===== src/rtl/coeff_token_sched.sv =====
// coeff_token scheduler: picks the nC table, launches one lookup per residual block,
// issues a single consume pulse to the bit buffer and hands the token downstream.
module coeff_token_sched #(
    parameter int unsigned STALL_MAX = 255,
    parameter int unsigned MIN_BITS  = 16
) (
    input  logic        Clk,
    input  logic        Rst,
    input  logic        BlkValid,
    output logic        BlkReady,
    input  logic [4:0]  NC,
    input  logic        ChromaDC,
    input  logic [15:0] Window,
    input  logic [5:0]  BitsAvail,
    output logic [2:0]  LutSel,
    output logic [15:0] LutBits,
    input  logic [4:0]  LutTotalCoeff,
    input  logic [1:0]  LutTrailingOnes,
    input  logic [4:0]  LutNumShift,
    output logic        ShiftValid,
    output logic [4:0]  ShiftAmt,
    output logic        TokValid,
    input  logic        TokReady,
    output logic [4:0]  TotalCoeff,
    output logic [1:0]  TrailingOnes,
    output logic        TokErr
);

    localparam int CW = $clog2(STALL_MAX + 1);
    localparam logic [CW-1:0] STALL_LAST = CW'(STALL_MAX - 1);
    localparam logic [5:0]    MIN_AVAIL  = 6'(MIN_BITS);

    typedef enum logic [2:0] {IDLE, FILL, LOOKUP, SHIFT, EMIT} state_t;

    state_t         state, state_d;
    logic [CW-1:0]  stall_cnt, cnt_d;
    logic [5:0]     bits_cap, cap_d;
    logic [2:0]     sel_d, sel_new;
    logic [15:0]    bits_d;
    logic [4:0]     tc_d, amt_d, nc_sat, tc_max;
    logic [1:0]     t1_d;
    logic           err_d, lut_bad;

    // nC above 16 selects the same table as 16; chroma DC overrides nC entirely
    always_comb begin
        nc_sat = (NC > 5'd16) ? 5'd16 : NC;
        if (ChromaDC)              sel_new = 3'd4;
        else if (nc_sat < 5'd2)    sel_new = 3'd0;
        else if (nc_sat < 5'd4)    sel_new = 3'd1;
        else if (nc_sat < 5'd8)    sel_new = 3'd2;
        else                       sel_new = 3'd3;
    end

    assign tc_max  = (LutSel == 3'd4) ? 5'd4 : 5'd16;
    assign lut_bad = (LutNumShift == 5'd0) ||
                     ({1'b0, LutNumShift} > bits_cap) ||
                     ({3'b0, LutTrailingOnes} > LutTotalCoeff) ||
                     (LutTotalCoeff > tc_max);

    always_comb begin
        state_d = state;
        sel_d   = LutSel;
        bits_d  = LutBits;
        cap_d   = bits_cap;
        cnt_d   = stall_cnt;
        tc_d    = TotalCoeff;
        t1_d    = TrailingOnes;
        err_d   = TokErr;
        amt_d   = 5'd0;
        case (state)
            IDLE: begin
                if (BlkValid && BlkReady) begin
                    sel_d   = sel_new;
                    cnt_d   = '0;
                    state_d = FILL;
                end
            end
            FILL: begin
                if (BitsAvail >= MIN_AVAIL) begin
                    bits_d  = Window;
                    cap_d   = BitsAvail;
                    state_d = LOOKUP;
                end else if (stall_cnt == STALL_LAST) begin
                    // starved for STALL_MAX cycles: report an errored token, consume nothing
                    cnt_d   = stall_cnt + 1'b1;
                    tc_d    = 5'd0;
                    t1_d    = 2'd0;
                    err_d   = 1'b1;
                    state_d = EMIT;
                end else begin
                    cnt_d   = stall_cnt + 1'b1;
                end
            end
            LOOKUP: begin
                err_d = lut_bad;
                tc_d  = lut_bad ? 5'd0 : LutTotalCoeff;
                t1_d  = lut_bad ? 2'd0 : LutTrailingOnes;
                if (lut_bad) begin
                    state_d = EMIT;
                end else begin
                    amt_d   = LutNumShift;
                    state_d = SHIFT;
                end
            end
            SHIFT: state_d = EMIT;
            EMIT: begin
                if (TokReady) state_d = IDLE;
            end
            default: state_d = IDLE;
        endcase
    end

    // all outputs are registered from the next state so they are glitch-free and clear in reset
    always_ff @(posedge Clk) begin
        if (Rst) begin
            state        <= IDLE;
            stall_cnt    <= '0;
            bits_cap     <= 6'd0;
            BlkReady     <= 1'b0;
            LutSel       <= 3'd0;
            LutBits      <= 16'd0;
            ShiftValid   <= 1'b0;
            ShiftAmt     <= 5'd0;
            TokValid     <= 1'b0;
            TotalCoeff   <= 5'd0;
            TrailingOnes <= 2'd0;
            TokErr       <= 1'b0;
        end else begin
            state        <= state_d;
            stall_cnt    <= cnt_d;
            bits_cap     <= cap_d;
            BlkReady     <= (state_d == IDLE);
            LutSel       <= sel_d;
            LutBits      <= bits_d;
            ShiftValid   <= (state_d == SHIFT);
            ShiftAmt     <= amt_d;
            TokValid     <= (state_d == EMIT);
            TotalCoeff   <= tc_d;
            TrailingOnes <= t1_d;
            TokErr       <= err_d;
        end
    end

endmodule

===== config.mk =====
export PLATFORM = sky130hd
export DESIGN_NAME = coeff_token_sched
export DESIGN_NICKNAME = d
export VERILOG_FILES = /design/src/rtl/coeff_token_sched.sv
export SDC_FILE = /design/constraint.sdc
export NUM_CORES = 1
export LEC_CHECK = 0
export CORE_MARGIN = 3
export CORE_UTILIZATION = 44
export CTS_CLUSTER_DIAMETER = 60
export CTS_CLUSTER_SIZE = 8
export DETAILED_ROUTE_END_ITERATION = 10
export PLACE_DENSITY = 0.88
export SLEW_MARGIN = 20
export SYNTH_ARGS = -nofsm -noshare
export SYNTH_HDL_FRONTEND = slang
export SYNTH_SLANG_ARGS = --single-unit

===== constraint.sdc =====
create_clock -name Clk -period 3.3 [get_ports Clk]
set_clock_uncertainty 0.2 [all_clocks]
set_input_delay 0.99 -clock Clk [delete_from_list [all_inputs] [get_ports Clk]]
set_output_delay 0.99 -clock Clk [all_outputs]
set_load 0.01 [all_outputs]

==> impl_metrics.csv <==
group,metric,value,unit
timing,final.period_utilization,0.9204,
critical_path,reg2reg_to,"TotalCoeff[4]",
clock_tree,cts_resized,0,
timing,rsz0062_at_grt,"false",
critical_path,worstReg2RegStart,"LutSel[2]",
finish,fillers,369,
placement,place_area,3050,um2
die,rows,24,
synth,yosysTopAreaCellShare,0.4804,
die,die_width,76.18,um
synth,yosys.cell_count.top_type,"dfxtp_1",
global_routing,grt_max_degree,21,
placement,portBuffers,77,
critical_path,ff2ff_path_depth,7,
finish,n_antenna_cell,0,
timing,hold_violations,0,
timing,worst_slew_pin_slew,0.6738,ns
critical_path,crit_type,"input port to register",
synth,yosys.area.top_type,"dfxtp_1",
timing,fmax,329.2,MHz
finish,fin_area,3162,um2
critical_path,worstPathMaxFanout,15,
run,drv_cap,0,
global_routing,first_global_vias,1842,
detailed_routing,wirelength,5008,um
power,p_per_area,402.2,nW/um2
clock_tree,post_cts_buffers,0,
synth,async_flop_share,0,
timing,fin_hold_ws,0.2561,ns
synth,yosysUniqueCellTypes,33,
synth,synth_area_leaders,"dfxtp_1 48%, nand2_1 8.3%, a21oi_1 6.7%",
critical_path,end_kind,"register",
clock_tree,clock_sinks,52,
detailed_routing,vias,1938,
global_routing,antenna_found_initial,0,
die,initial_core_util,0.4748,
critical_path,critPathRequiredTime,3.35,ns
clock_tree,cts_max_level,2,
detailed_routing,wire_per_inst,12.58,um
synth,synth-edff-count,0,
clock_tree,insertion_delay,0.30,ns
placement,placed_cells,390,
synth,syn_nets,304,
detailed_routing,vias_per_cell,4.869,
clock_tree,cts_tree,"built",
power,irDropWorstVdd,253.5,uV
global_routing,overflow,0,
detailed_routing,drt_iter0_drc,118,
synth,yosys_warnings,0,
clock_tree,cts_root_buf,"clkbuf_8",
finish,nets,387,
clock_tree,cts_made_buffers,5,
synth,synthTopCellsByCount,"52 x dfxtp_1, 48 x nand2_1, 29 x a21oi_1",
critical_path,arrival,3.09,ns
hold_path,worstHoldEndpoint,"LutBits[11]",
placement,dpl.hpwl,3858,um
timing,finalMaxSlewViolations,0,
die,core,4564,um2
synth,synth-seq-cells,52,
timing,relSlewSlack,0.5489,
synth,postSynthCellCount,249,
critical_path,cp-startpoint,"LutNumShift[3]",
detailed_routing,dr.pass1.iters,4,
synth,ys.flop_type,"dfxtp_1",
finish,final_cells,398,
synth,synth.avg_cell_area,8.703,um2
timing,post-route-min-period,3.037,ns
die,die_h,76.18,um
finish,utilization,0.6927,
global_routing,grt_pass1_wl,8321,um
global_routing,grtUsageTotal,0.1740,
clock_tree,clk_pin_slew,0.09,ns
synth,syn_area,2167,um2
clock_tree,cts.path.max_buffers,2,
placement,place.gp.congestion,0.7731,
hold_path,hold_path_class,"register to register",
clock_tree,holdBufCountCts,0,
hold_path,min_path_cells,2,
detailed_routing,postRouteAntennaNets,0,
detailed_routing,drc,0,
power,p_leak,1.181,nW
die,die_area,5803,um2
die,io_pins,79,
synth,ys_seq_area_frac,0.4804,
timing,finalSetupViolCount,0,
critical_path,r2r_setup_slack,0.96,ns
run_status,status,"finished clean",
finish,syn_to_final_growth,45.90,%
finish,drive_gt1_frac,0.07207,
critical_path,crit_path_start_kind,"input port",
hold_path,hp-start,"LutBits[11]",
==> logic make-up (layout without fill, tap and decap cells) <==
logic type	Yosys count	after routing	share of synthesized area
AOI/OAI and AO/OA	51	51	0.1443
adders and majority gates	11	11	0.06351
and+or+nand+nor	105	105	0.2315
DFF	52	52	0.4804
buffers and inverters	21	105	0.04215
xor gates and xnor gates	6	6	0.02425
muxes	3	3	0.01386
==> worst max-delay path, cell delays in order <==
cell and delay [ns]:
clkdlybuf4s50_1 0.46, ha_1 0.34, and3_1 0.16, o21ai_1 0.10, a31oi_2 0.15, nor4b_4 0.65, a22o_1 0.24
==> final cells by class <==
type                       instances  area, um2  area share
clock inverter                     3      42.54     0.01345
tap                               65      81.33     0.02572
sequential                        52       1041      0.3292
timing repair buffer              88      853.3      0.2699
inverter                           9      33.78     0.01068
multi-input combinational        176       1041      0.3292
clock buffer                       5      68.82     0.02176
==> report_power, final <==
| group | leakage, nW | internal, mW | switching [mW] |
|---|---|---|---|
| Clock | 0.0541 | 0.224 | 0.206 |
| Sequential | 0.421 | 0.644 | 0.0101 |
| Combinational | 0.706 | 0.105 | 0.0822 |
==> registers in the layout (all words and copies together), names as in the netlist <==
| signal | count |
|---|---|
| BlkReady | 1 |
| LutBits | 16 |
| LutSel | 3 |
| ShiftAmt | 5 |
| ShiftValid | 1 |
| TokErr | 1 |
| TokValid | 1 |
| TotalCoeff | 5 |
| TrailingOnes | 2 |
| bits_cap | 6 |
| stall_cnt | 8 |
| state | 3 |
==> worst max-delay path by stage <==
stage,end,depth (start not counted),slack [ns]
floorplan,TotalCoeff[4],7,0.63
global placement,TotalCoeff[3],7,-0.05
detailed placement,TotalCoeff[4],7,-0.11
CTS,TotalCoeff[4],7,0.21
global route,TotalCoeff[4],7,0.02
finish,TotalCoeff[4],7,0.26
==> per-layer routing <==
layer	global-route usage	part of all wire	vias to the layer above
li1	-	-	1014
met5	0	0	-
met1	0.2091	0.46	852
met2	0.3014	0.46	67
met4	0.05978	0.012	0
met3	0.04492	0.063	5
==> cell usage in the layout, fill, tap and decap left out, drive strengths merged, types with 2 or more instances in the layout <==
master / instances
o21ai: 6
o2111ai: 2
nor4: 4
ha: 11
dfxtp: 52
a22o: 7
clkbuf: 5
a21oi: 29
nand2: 48
clkdlybuf4s50: 77
xor2: 6
buf: 11
nand4: 2
nor4b: 3
nand2b: 3
nor3: 5
nor3b: 2
o21bai: 2
nor2b: 3
and3: 3
inv: 9
mux2i: 3
and2: 7
nor2: 23
==> through the flow <==
stage	setup TNS [ns]	power, mW	worst slack (ns)
floorplan	0	0.7485	0.6349
global placement	-0.4902	0.8506	-0.05029
detailed placement	-1.294	0.8558	-0.1138
CTS	0	1.282	0.2065
global route	0	1.324	0.01922
finish	0	1.272	0.2627
(Power assumes the default switching activity.)
